`config.mk`:
```
export PLATFORM = sky130hd
export DESIGN_NAME = dvp_pattern_tx
export DESIGN_NICKNAME = d
export VERILOG_FILES = /design/src/rtl/dvp_tx_pkg.sv /design/src/rtl/dvp_pattern_gen.sv /design/src/rtl/dvp_pattern_tx.sv
export SDC_FILE = /design/constraint.sdc
export NUM_CORES = 1
export LEC_CHECK = 0
export ABC_AREA = 1
export CORE_MARGIN = 3
export CORE_UTILIZATION = 64
export DETAILED_ROUTE_END_ITERATION = 10
export DONT_BUFFER_PORTS = 1
export PLACE_DENSITY = 0.8
export RECOVER_POWER = 50
export SKIP_CTS_REPAIR_TIMING = 1
export SYNTH_ARGS = -nofsm -noshare
export SYNTH_HDL_FRONTEND = slang
export SYNTH_SLANG_ARGS = --single-unit
```
`constraint.sdc`:
```
create_clock -name clk -period 3.04 [get_ports clk]
set_input_delay 0.304 -clock clk [delete_from_list [all_inputs] [get_ports clk]]
set_output_delay 0.304 -clock clk [all_outputs]
set_load 0.01 [all_outputs]
```
`src/rtl/dvp_tx_pkg.sv`:
```
// Shared definitions for the DVP pattern transmitter: FSM states, pattern codes,
// RGB565 colour-bar constants and the CRC-16/CCITT step used by the optional
// frame checksum (enabled with DVP_TX_CRC_EN).
package dvp_tx_pkg;

  typedef enum logic [1:0] {
    ST_IDLE = 2'd0,
    ST_RUN  = 2'd1,
    ST_STOP = 2'd2
  } state_e;

  typedef enum logic [1:0] {
    PAT_BARS  = 2'd0,
    PAT_GRAD  = 2'd1,
    PAT_CHECK = 2'd2,
    PAT_FRAME = 2'd3
  } pattern_e;

  // Colour bars, left to right, RGB565.
  localparam logic [15:0] BAR_WHITE   = 16'hFFFF;
  localparam logic [15:0] BAR_YELLOW  = 16'hFFE0;
  localparam logic [15:0] BAR_CYAN    = 16'h07FF;
  localparam logic [15:0] BAR_GREEN   = 16'h07E0;
  localparam logic [15:0] BAR_MAGENTA = 16'hF81F;
  localparam logic [15:0] BAR_RED     = 16'hF800;
  localparam logic [15:0] BAR_BLUE    = 16'h001F;
  localparam logic [15:0] BAR_BLACK   = 16'h0000;

  localparam logic [15:0] CRC_POLY = 16'h1021;
  localparam logic [15:0] CRC_INIT = 16'hFFFF;

  function automatic logic [15:0] bar_colour(input logic [2:0] idx);
    logic [15:0] c;
    case (idx)
      3'd0:    c = BAR_WHITE;
      3'd1:    c = BAR_YELLOW;
      3'd2:    c = BAR_CYAN;
      3'd3:    c = BAR_GREEN;
      3'd4:    c = BAR_MAGENTA;
      3'd5:    c = BAR_RED;
      3'd6:    c = BAR_BLUE;
      default: c = BAR_BLACK;
    endcase
    return c;
  endfunction

  // One byte of CRC-16/CCITT, MSB first.
  function automatic logic [15:0] crc16_byte(input logic [15:0] crc_in, input logic [7:0] dat);
    logic [15:0] c;
    logic        fb;
    c = crc_in;
    for (int i = 7; i >= 0; i--) begin
      fb = c[15] ^ dat[i];
      c  = {c[14:0], 1'b0};
      if (fb) c = c ^ CRC_POLY;
    end
    return c;
  endfunction

endpackage

```
`src/rtl/dvp_pattern_gen.sv`:
```
// Purpose: RGB565 test-pattern pixel for one (x, y) coordinate.
// Latency: 1 cycle (pixel_o registered).
// Backpressure: none; the transmitter free-runs at the byte clock.
// Ports: clk/rst (sync, active-high); x_i/y_i pixel coordinates; bar_i bar index;
//        sel_i frame-latched pattern; frame_i frame number; pixel_o pixel.
module dvp_pattern_gen
  import dvp_tx_pkg::*;
(
  input  logic        clk,
  input  logic        rst,
  input  logic [15:0] x_i,
  input  logic [15:0] y_i,
  input  logic [2:0]  bar_i,
  input  pattern_e    sel_i,
  input  logic [5:0]  frame_i,
  output logic [15:0] pixel_o
);

  logic [15:0] pixel_d;
  logic [15:0] pixel_q;

  always_comb begin
    pixel_d = 16'h0000;
    case (sel_i)
      PAT_BARS:  pixel_d = bar_colour(bar_i);
      PAT_GRAD:  pixel_d = x_i + y_i;
      PAT_CHECK: pixel_d = (x_i[5] ^ y_i[5]) ? 16'hFFFF : 16'h0000;
      PAT_FRAME: pixel_d = {frame_i[4:0], frame_i, frame_i[4:0]};
      default:   pixel_d = 16'h0000;
    endcase
  end

  always_ff @(posedge clk) begin
    if (rst) pixel_q <= 16'h0000;
    else     pixel_q <= pixel_d;
  end

  assign pixel_o = pixel_q;

endmodule

```
`src/rtl/dvp_pattern_tx.sv`:
```
// Purpose: OV5640-style DVP source (vsync/href/byte data, RGB565 high byte first).
// Latency: 2 cycles from h/v counters to all cam_* outputs, all stages matched.
// Backpressure: none; start/stop only on frame boundaries, enable is level-sensitive.
// Ports: clk, rst (sync, active-high), enable, pattern_sel -> cam_vsync, cam_href,
//        cam_data, frame_done, frame_cnt, busy; frame_crc when DVP_TX_CRC_EN is defined.
module dvp_pattern_tx
  import dvp_tx_pkg::*;
#(
  parameter int H_ACT    = 1024,
  parameter int V_ACT    = 768,
  parameter int H_TOTAL  = 2240,
  parameter int V_TOTAL  = 1272,
  parameter int VS_LINES = 4,
  parameter int V_START  = 8
) (
  input  logic        clk,
  input  logic        rst,
  input  logic        enable,
  input  logic [1:0]  pattern_sel,
  output logic        cam_vsync,
  output logic        cam_href,
  output logic [7:0]  cam_data,
  output logic        frame_done,
  output logic [15:0] frame_cnt,
  output logic        busy
`ifdef DVP_TX_CRC_EN
  ,
  output logic [15:0] frame_crc
`endif
);

  localparam int HW        = $clog2(H_TOTAL);
  localparam int VW        = $clog2(V_TOTAL);
  localparam int VW1       = VW + 1;
  localparam int BAR_BYTES = H_ACT / 4;   // H_ACT/8 pixels, 2 bytes each
  localparam int BW        = $clog2(BAR_BYTES);

  localparam logic [HW-1:0]  H_LAST    = HW'(H_TOTAL - 1);
  localparam logic [VW-1:0]  V_LAST    = VW'(V_TOTAL - 1);
  localparam logic [HW-1:0]  HREF_END  = HW'(2 * H_ACT);
  localparam logic [VW1-1:0] VS_END    = VW1'(VS_LINES);
  localparam logic [VW1-1:0] VACT_BEG  = VW1'(V_START);
  localparam logic [VW1-1:0] VACT_END  = VW1'(V_START + V_ACT);
  localparam logic [BW-1:0]  BAR_LAST  = BW'(BAR_BYTES - 1);

  // ---------------------------------------------------------------- control
  state_e         state_q, state_d;
  logic [HW-1:0]  h_q, h_d;
  logic [VW-1:0]  v_q, v_d;
  logic [BW-1:0]  bar_cnt_q, bar_cnt_d;
  logic [2:0]     bar_q, bar_d;
  logic           run, h_last, v_last, frame_last, frame_start;

  assign run         = (state_q != ST_IDLE);
  assign h_last      = (h_q == H_LAST);
  assign v_last      = (v_q == V_LAST);
  assign frame_last  = run & h_last & v_last;
  assign frame_start = run & (h_q == '0) & (v_q == '0);

  always_comb begin
    state_d = state_q;
    case (state_q)
      ST_IDLE: if (enable) state_d = ST_RUN;
      ST_RUN:  if (!enable) state_d = ST_STOP;
      // Re-enable wins over the end-of-frame exit so back-to-back frames have no gap.
      ST_STOP: begin
        if (enable)          state_d = ST_RUN;
        else if (frame_last) state_d = ST_IDLE;
      end
      default: state_d = ST_IDLE;
    endcase
  end

  always_comb begin
    h_d       = '0;
    v_d       = '0;
    bar_cnt_d = '0;
    bar_d     = '0;
    if (run) begin
      if (h_last) begin
        v_d = v_last ? '0 : v_q + VW'(1);
      end else begin
        h_d = h_q + HW'(1);
        v_d = v_q;
      end
    end
    // Bar index follows h without a divider; restarts whenever h returns to 0.
    if (h_d != '0) begin
      if (bar_cnt_q == BAR_LAST) begin
        bar_d = bar_q + 3'd1;
      end else begin
        bar_cnt_d = bar_cnt_q + BW'(1);
        bar_d     = bar_q;
      end
    end
  end

  always_ff @(posedge clk) begin
    if (rst) begin
      state_q   <= ST_IDLE;
      h_q       <= '0;
      v_q       <= '0;
      bar_cnt_q <= '0;
      bar_q     <= '0;
    end else begin
      state_q   <= state_d;
      h_q       <= h_d;
      v_q       <= v_d;
      bar_cnt_q <= bar_cnt_d;
      bar_q     <= bar_d;
    end
  end

  // ------------------------------------------------- per-frame latched values
  pattern_e    sel_q, sel_eff;
  logic [5:0]  fn_q, fn_eff;
  logic        last_a;
  logic [15:0] frame_cnt_q;

  // The pixel at h=v=0 already uses the freshly sampled values. On a
  // back-to-back frame the previous frame_done is still one stage away, so the
  // frame number is corrected by the in-flight last-byte flag.
  assign sel_eff = frame_start ? pattern_e'(pattern_sel) : sel_q;
  assign fn_eff  = frame_start ? (frame_cnt_q[5:0] + {5'b0, last_a}) : fn_q;

  always_ff @(posedge clk) begin
    if (rst) begin
      sel_q <= PAT_BARS;
      fn_q  <= '0;
    end else if (frame_start) begin
      sel_q <= sel_eff;
      fn_q  <= fn_eff;
    end
  end

  // ------------------------------------------------------ stage A: pixel
  logic [15:0] x_w, y_w, pixel_a;

  assign x_w = 16'(h_q[HW-1:1]);
  assign y_w = 16'(v_q) - 16'(V_START);

  dvp_pattern_gen u_gen (
    .clk     (clk),
    .rst     (rst),
    .x_i     (x_w),
    .y_i     (y_w),
    .bar_i   (bar_q),
    .sel_i   (sel_eff),
    .frame_i (fn_eff),
    .pixel_o (pixel_a)
  );

  logic vs_a, href_a, odd_a, busy_a;

  always_ff @(posedge clk) begin
    if (rst) begin
      vs_a   <= 1'b0;
      href_a <= 1'b0;
      odd_a  <= 1'b0;
      last_a <= 1'b0;
      busy_a <= 1'b0;
    end else begin
      vs_a   <= run & ({1'b0, v_q} < VS_END);
      href_a <= run & ({1'b0, v_q} >= VACT_BEG) & ({1'b0, v_q} < VACT_END) & (h_q < HREF_END);
      odd_a  <= h_q[0];
      last_a <= frame_last;
      busy_a <= run;
    end
  end

  // ---------------------------------------------------- stage B: outputs
  logic [7:0] data_d;
  logic       vs_q, href_q, done_q, busy_q;
  logic [7:0] data_q;

  always_comb begin
    data_d = 8'h00;
    if (href_a) data_d = odd_a ? pixel_a[7:0] : pixel_a[15:8];
  end

  always_ff @(posedge clk) begin
    if (rst) begin
      vs_q        <= 1'b0;
      href_q      <= 1'b0;
      data_q      <= 8'h00;
      done_q      <= 1'b0;
      busy_q      <= 1'b0;
      frame_cnt_q <= 16'h0000;
    end else begin
      vs_q        <= vs_a;
      href_q      <= href_a;
      data_q      <= data_d;
      done_q      <= last_a;
      busy_q      <= busy_a;
      frame_cnt_q <= frame_cnt_q + {15'b0, last_a};
    end
  end

  assign cam_vsync  = vs_q;
  assign cam_href   = href_q;
  assign cam_data   = data_q;
  assign frame_done = done_q;
  assign frame_cnt  = frame_cnt_q;
  assign busy       = busy_q;

`ifdef DVP_TX_CRC_EN
  // Running CRC over href bytes; snapshot on the last byte, then restart.
  logic [15:0] crc_q, crc_next, frame_crc_q;

  assign crc_next = href_a ? crc16_byte(crc_q, data_d) : crc_q;

  always_ff @(posedge clk) begin
    if (rst) begin
      crc_q       <= CRC_INIT;
      frame_crc_q <= 16'h0000;
    end else if (last_a) begin
      crc_q       <= CRC_INIT;
      frame_crc_q <= crc_next;
    end else begin
      crc_q       <= crc_next;
    end
  end

  assign frame_crc = frame_crc_q;
`endif

endmodule
```
==> results of run 1 <==
[worst max-delay path: stages (launching register included)]
cell,delay [ns]
dfxtp_1,0.47
ha_1,0.24
nand2_1,0.11
nor2_1,0.28
nand2_1,0.12
nor2_1,0.37
inv_1,0.20
nand2_1,0.21
a21oi_1,0.06
nor2_1,0.14
nand3_1,0.14
nand2_1,0.15
a21oi_1,0.07
[metrics by stage]
stage / power (mW) / cells
2_1_floorplan: 1.46 / 734
5_1_grt: 2.41 / 845
4_1_cts: 2.32 / 843
6_report: 2.32 / 845
3_5_place_dp: 1.49 / 827
3_3_place_gp: 1.48 / 827
[layout by cell type, fill, tap and decap left out, drive strengths merged, types with 5 or more instances in the layout]
cell,n
a21oi,35
clkbuf,10
clkinv,5
dfxtp,93
ha,29
inv,106
nand2,174
nand3,70
nand4,21
nor2,139
nor3,11
o21ai,13
xnor2,6
xor2,12
[power by group]
part	switching, mW	internal (mW)	total, mW
combinational	0.141	0.0660	0.207
clock	0.523	0.328	0.851
sequential	0.0136	1.25	1.27
total	0.677	1.65	2.32
[area by class of cell]
| type | instances | area [sq um] |
|---|---|---|
| Tap cell | 102 | 128 |
| Fill cell | 703 | 2310 |
| Clock buffer | 9 | 124 |
| Inverter | 104 | 403 |
| Clock inverter | 7 | 81.3 |
| Sequential cell | 93 | 1860 |
| Multi-Input combinational cell | 527 | 2830 |
| Timing Repair Buffer | 3 | 33.8 |
[logic make-up (layout without fill, tap and decap cells)]
group	after synthesis	count (layout)
compound gates	55	55
fa+ha+maj	30	30
simple gates	424	424
buf+inv	114	123
flops	93	93
xor+xnor	18	18
[final timing paths]
path         startpoint         end  slack [ns]  cells after the start
min reg2reg        vs_a   cam_vsync        0.41                      2
max              h_q[0]    bar_q[2]        0.39                     12
min              enable  state_q[0]        0.05                      2
max reg2reg      h_q[0]    bar_q[2]        0.39                     12
[routing by layer]
layer  vias to the layer above  wire length [microns]  GRT usage [%]  share of wire (%)
met5                         -                      0              0                  0
met4                         0                    342           12.8                2.9
met3                        30                    464           3.91                4.0
met2                       109                   5740           45.3                 49
met1                      2038                   5190           31.9                 44
li1                       2334                      -              -                  -
[registers in the layout (all words and copies together) (netlist names), 2 cells and up]
name and count:
fn_q 6, bar_cnt_q 8, bar_q 3, state_q 2
v_q 11, h_q 12, cam_data 8, frame_cnt 16
u_gen.pixel_o 16, sel_q 2
[Yosys cell counts, types with 3 or more instances]
cell / n / area share (%)
o21bai_1: 3 / 0.44
nor2_4: 3 / 0.65
clkbuf_1: 3 / 0.22
inv_1: 99 / 7.2
inv_2: 4 / 0.29
ha_1: 29 / 7.0
a21oi_1: 35 / 3.4
buf_1: 4 / 0.29
nor3_1: 11 / 1.1
xor2_1: 12 / 2.0
nor2_8: 5 / 1.9
dfxtp_1: 93 / 36
nand3b_1: 3 / 0.44
nand3_1: 67 / 6.5
nand4_1: 19 / 2.3
nor2_1: 129 / 9.4
nand2_4: 3 / 0.65
o21ai_0: 12 / 1.2
or2_2: 3 / 0.36
nand2_1: 167 / 12
xnor2_1: 6 / 1.0
==> flow_summary_export.csv, run 1 <==
group,metric,value,unit
synth,synth_area_per_cell,7.04,sq um
sta,finalCritPeriodShare,87.2,%
placed_design,place_ws,0.538,ns
routing,drt_iter0_drc,163,
sta,clock_skew,0.0128,ns
synth,synth_compound_area_share,5.76,%
sta,final_hold_viol_count,0,
clocking,cts_tree,"yes",
synth,synth_edf_count,0,
pwr,ir_worst_vdd,0.000227,V
synth,synth.area.mux_share,0,%
routing,ant_nets,0,
finish,finish.instance_area,0.00546,sq mm
floorplan,die_w,95.9,microns
setup_path,crit_fanout,8,
global_routing,overflow,0,
clocking,cts_max_path_buffers,2,
synth,synth_top_family_by_area,"simple AND/OR/NAND/NOR gates",
clocking,cts_max_level,3,
setup_path,required,3.31,ns
setup_path,critPathCaptureType,"register",
placed_design,dp_hpwl,8860,microns
pwr,power_density,426,mW/mm^2
synth,synth_cells,734,
synth,synth_fp_nets,769,
global_routing,grt_start_max_net_pins,48,
placed_design,place_congestion,0.914,
clocking,worstSkewPairLatency,0.38,ns
floorplan,num_io_pins,33,
routing,routedWlPerCell,13.9,microns
finish,synthToLayoutAreaGrowth,5.61,%
global_routing,gr-usage-all-layers,26.3,%
synth,synthSimpleGateAreaFrac,38.7,%
synth,dominantRegCellSynth,"dfxtp_1",
setup_path,cp.arrival,2.92,ns
clocking,clkSinkCount,93,
floorplan,core-area,0.00777,sq mm
sta,setup_tns,0,ns
routing,post_drt_via_cell_ratio,5.34,
flow_run,cap_violations,0,
routing,dr.pass1.iters,5,
routing,via_count,4511,
finish,diodes,0,
synth,synth_xor_area_share,3.05,%
clocking,root_buffer,"clkbuf_8",
placed_design,io_buffers,0,
sta,finalSetupViolCount,0,
sta,setup_ws,0.389,ns
finish,final_core_util,70.3,%
sta,slew_violations,0,
synth,async_flop_share,0,%
min_path,hp-class,"primary input to register",
floorplan,initial_core_util,66.6,%
routing,finalWirelength,11700,microns
synth,yosysUniqueCellTypes,38,
finish,drive_gt1_share,6.06,%
synth,syn_area,0.00517,sq mm
global_routing,grt_pass1_vias,4245,
synth,synth_fa_ha_area_share,7.41,%
floorplan,dieArea,0.00919,sq mm
global_routing,grt_pass1_wl,18800,microns
floorplan,num_rows,32,
clocking,cts_buffers,9,
status,status,"finished, final reports clean",
synth,ys_seq_area_share,36.0,%
synth,yosysWarnings,0,
pwr,static-leakage-power,2.40,nW
sta,fin_crit,2.65,ns
finish,num-nets-final,773,
placed_design,placed_area,0.00524,sq mm
synth,ys_ff_latch,93,
sta,slew_headroom,62.7,%
sta,rsz0062_at_grt,"false",
setup_path,cp-start-kind,"register",
sta,fmax,0.377,GHz
sta,tightest_slew,0.559,ns
clocking,path_clk_slew,0.10,ns
setup_path,crit_type,"register to register",
floorplan,die_h,95.9,microns
global_routing,antenna_found_initial,0,
sta,hold_slack,0.0458,ns
routing,drc,0,
No activity file was read; power rests on OpenSTA's default activity.
==> run 2, diff against run 1 <==
--- a/config.mk
+++ b/config.mk
@@ -6,6 +6,7 @@
 export NUM_CORES = 1
 export LEC_CHECK = 0
 export ABC_AREA = 1
+export CAP_MARGIN = 20
 export CORE_MARGIN = 3
 export CORE_UTILIZATION = 64
 export DETAILED_ROUTE_END_ITERATION = 10
==> results of run 2 <==
Final layout, timing and power as in run 1 (identical DEF).
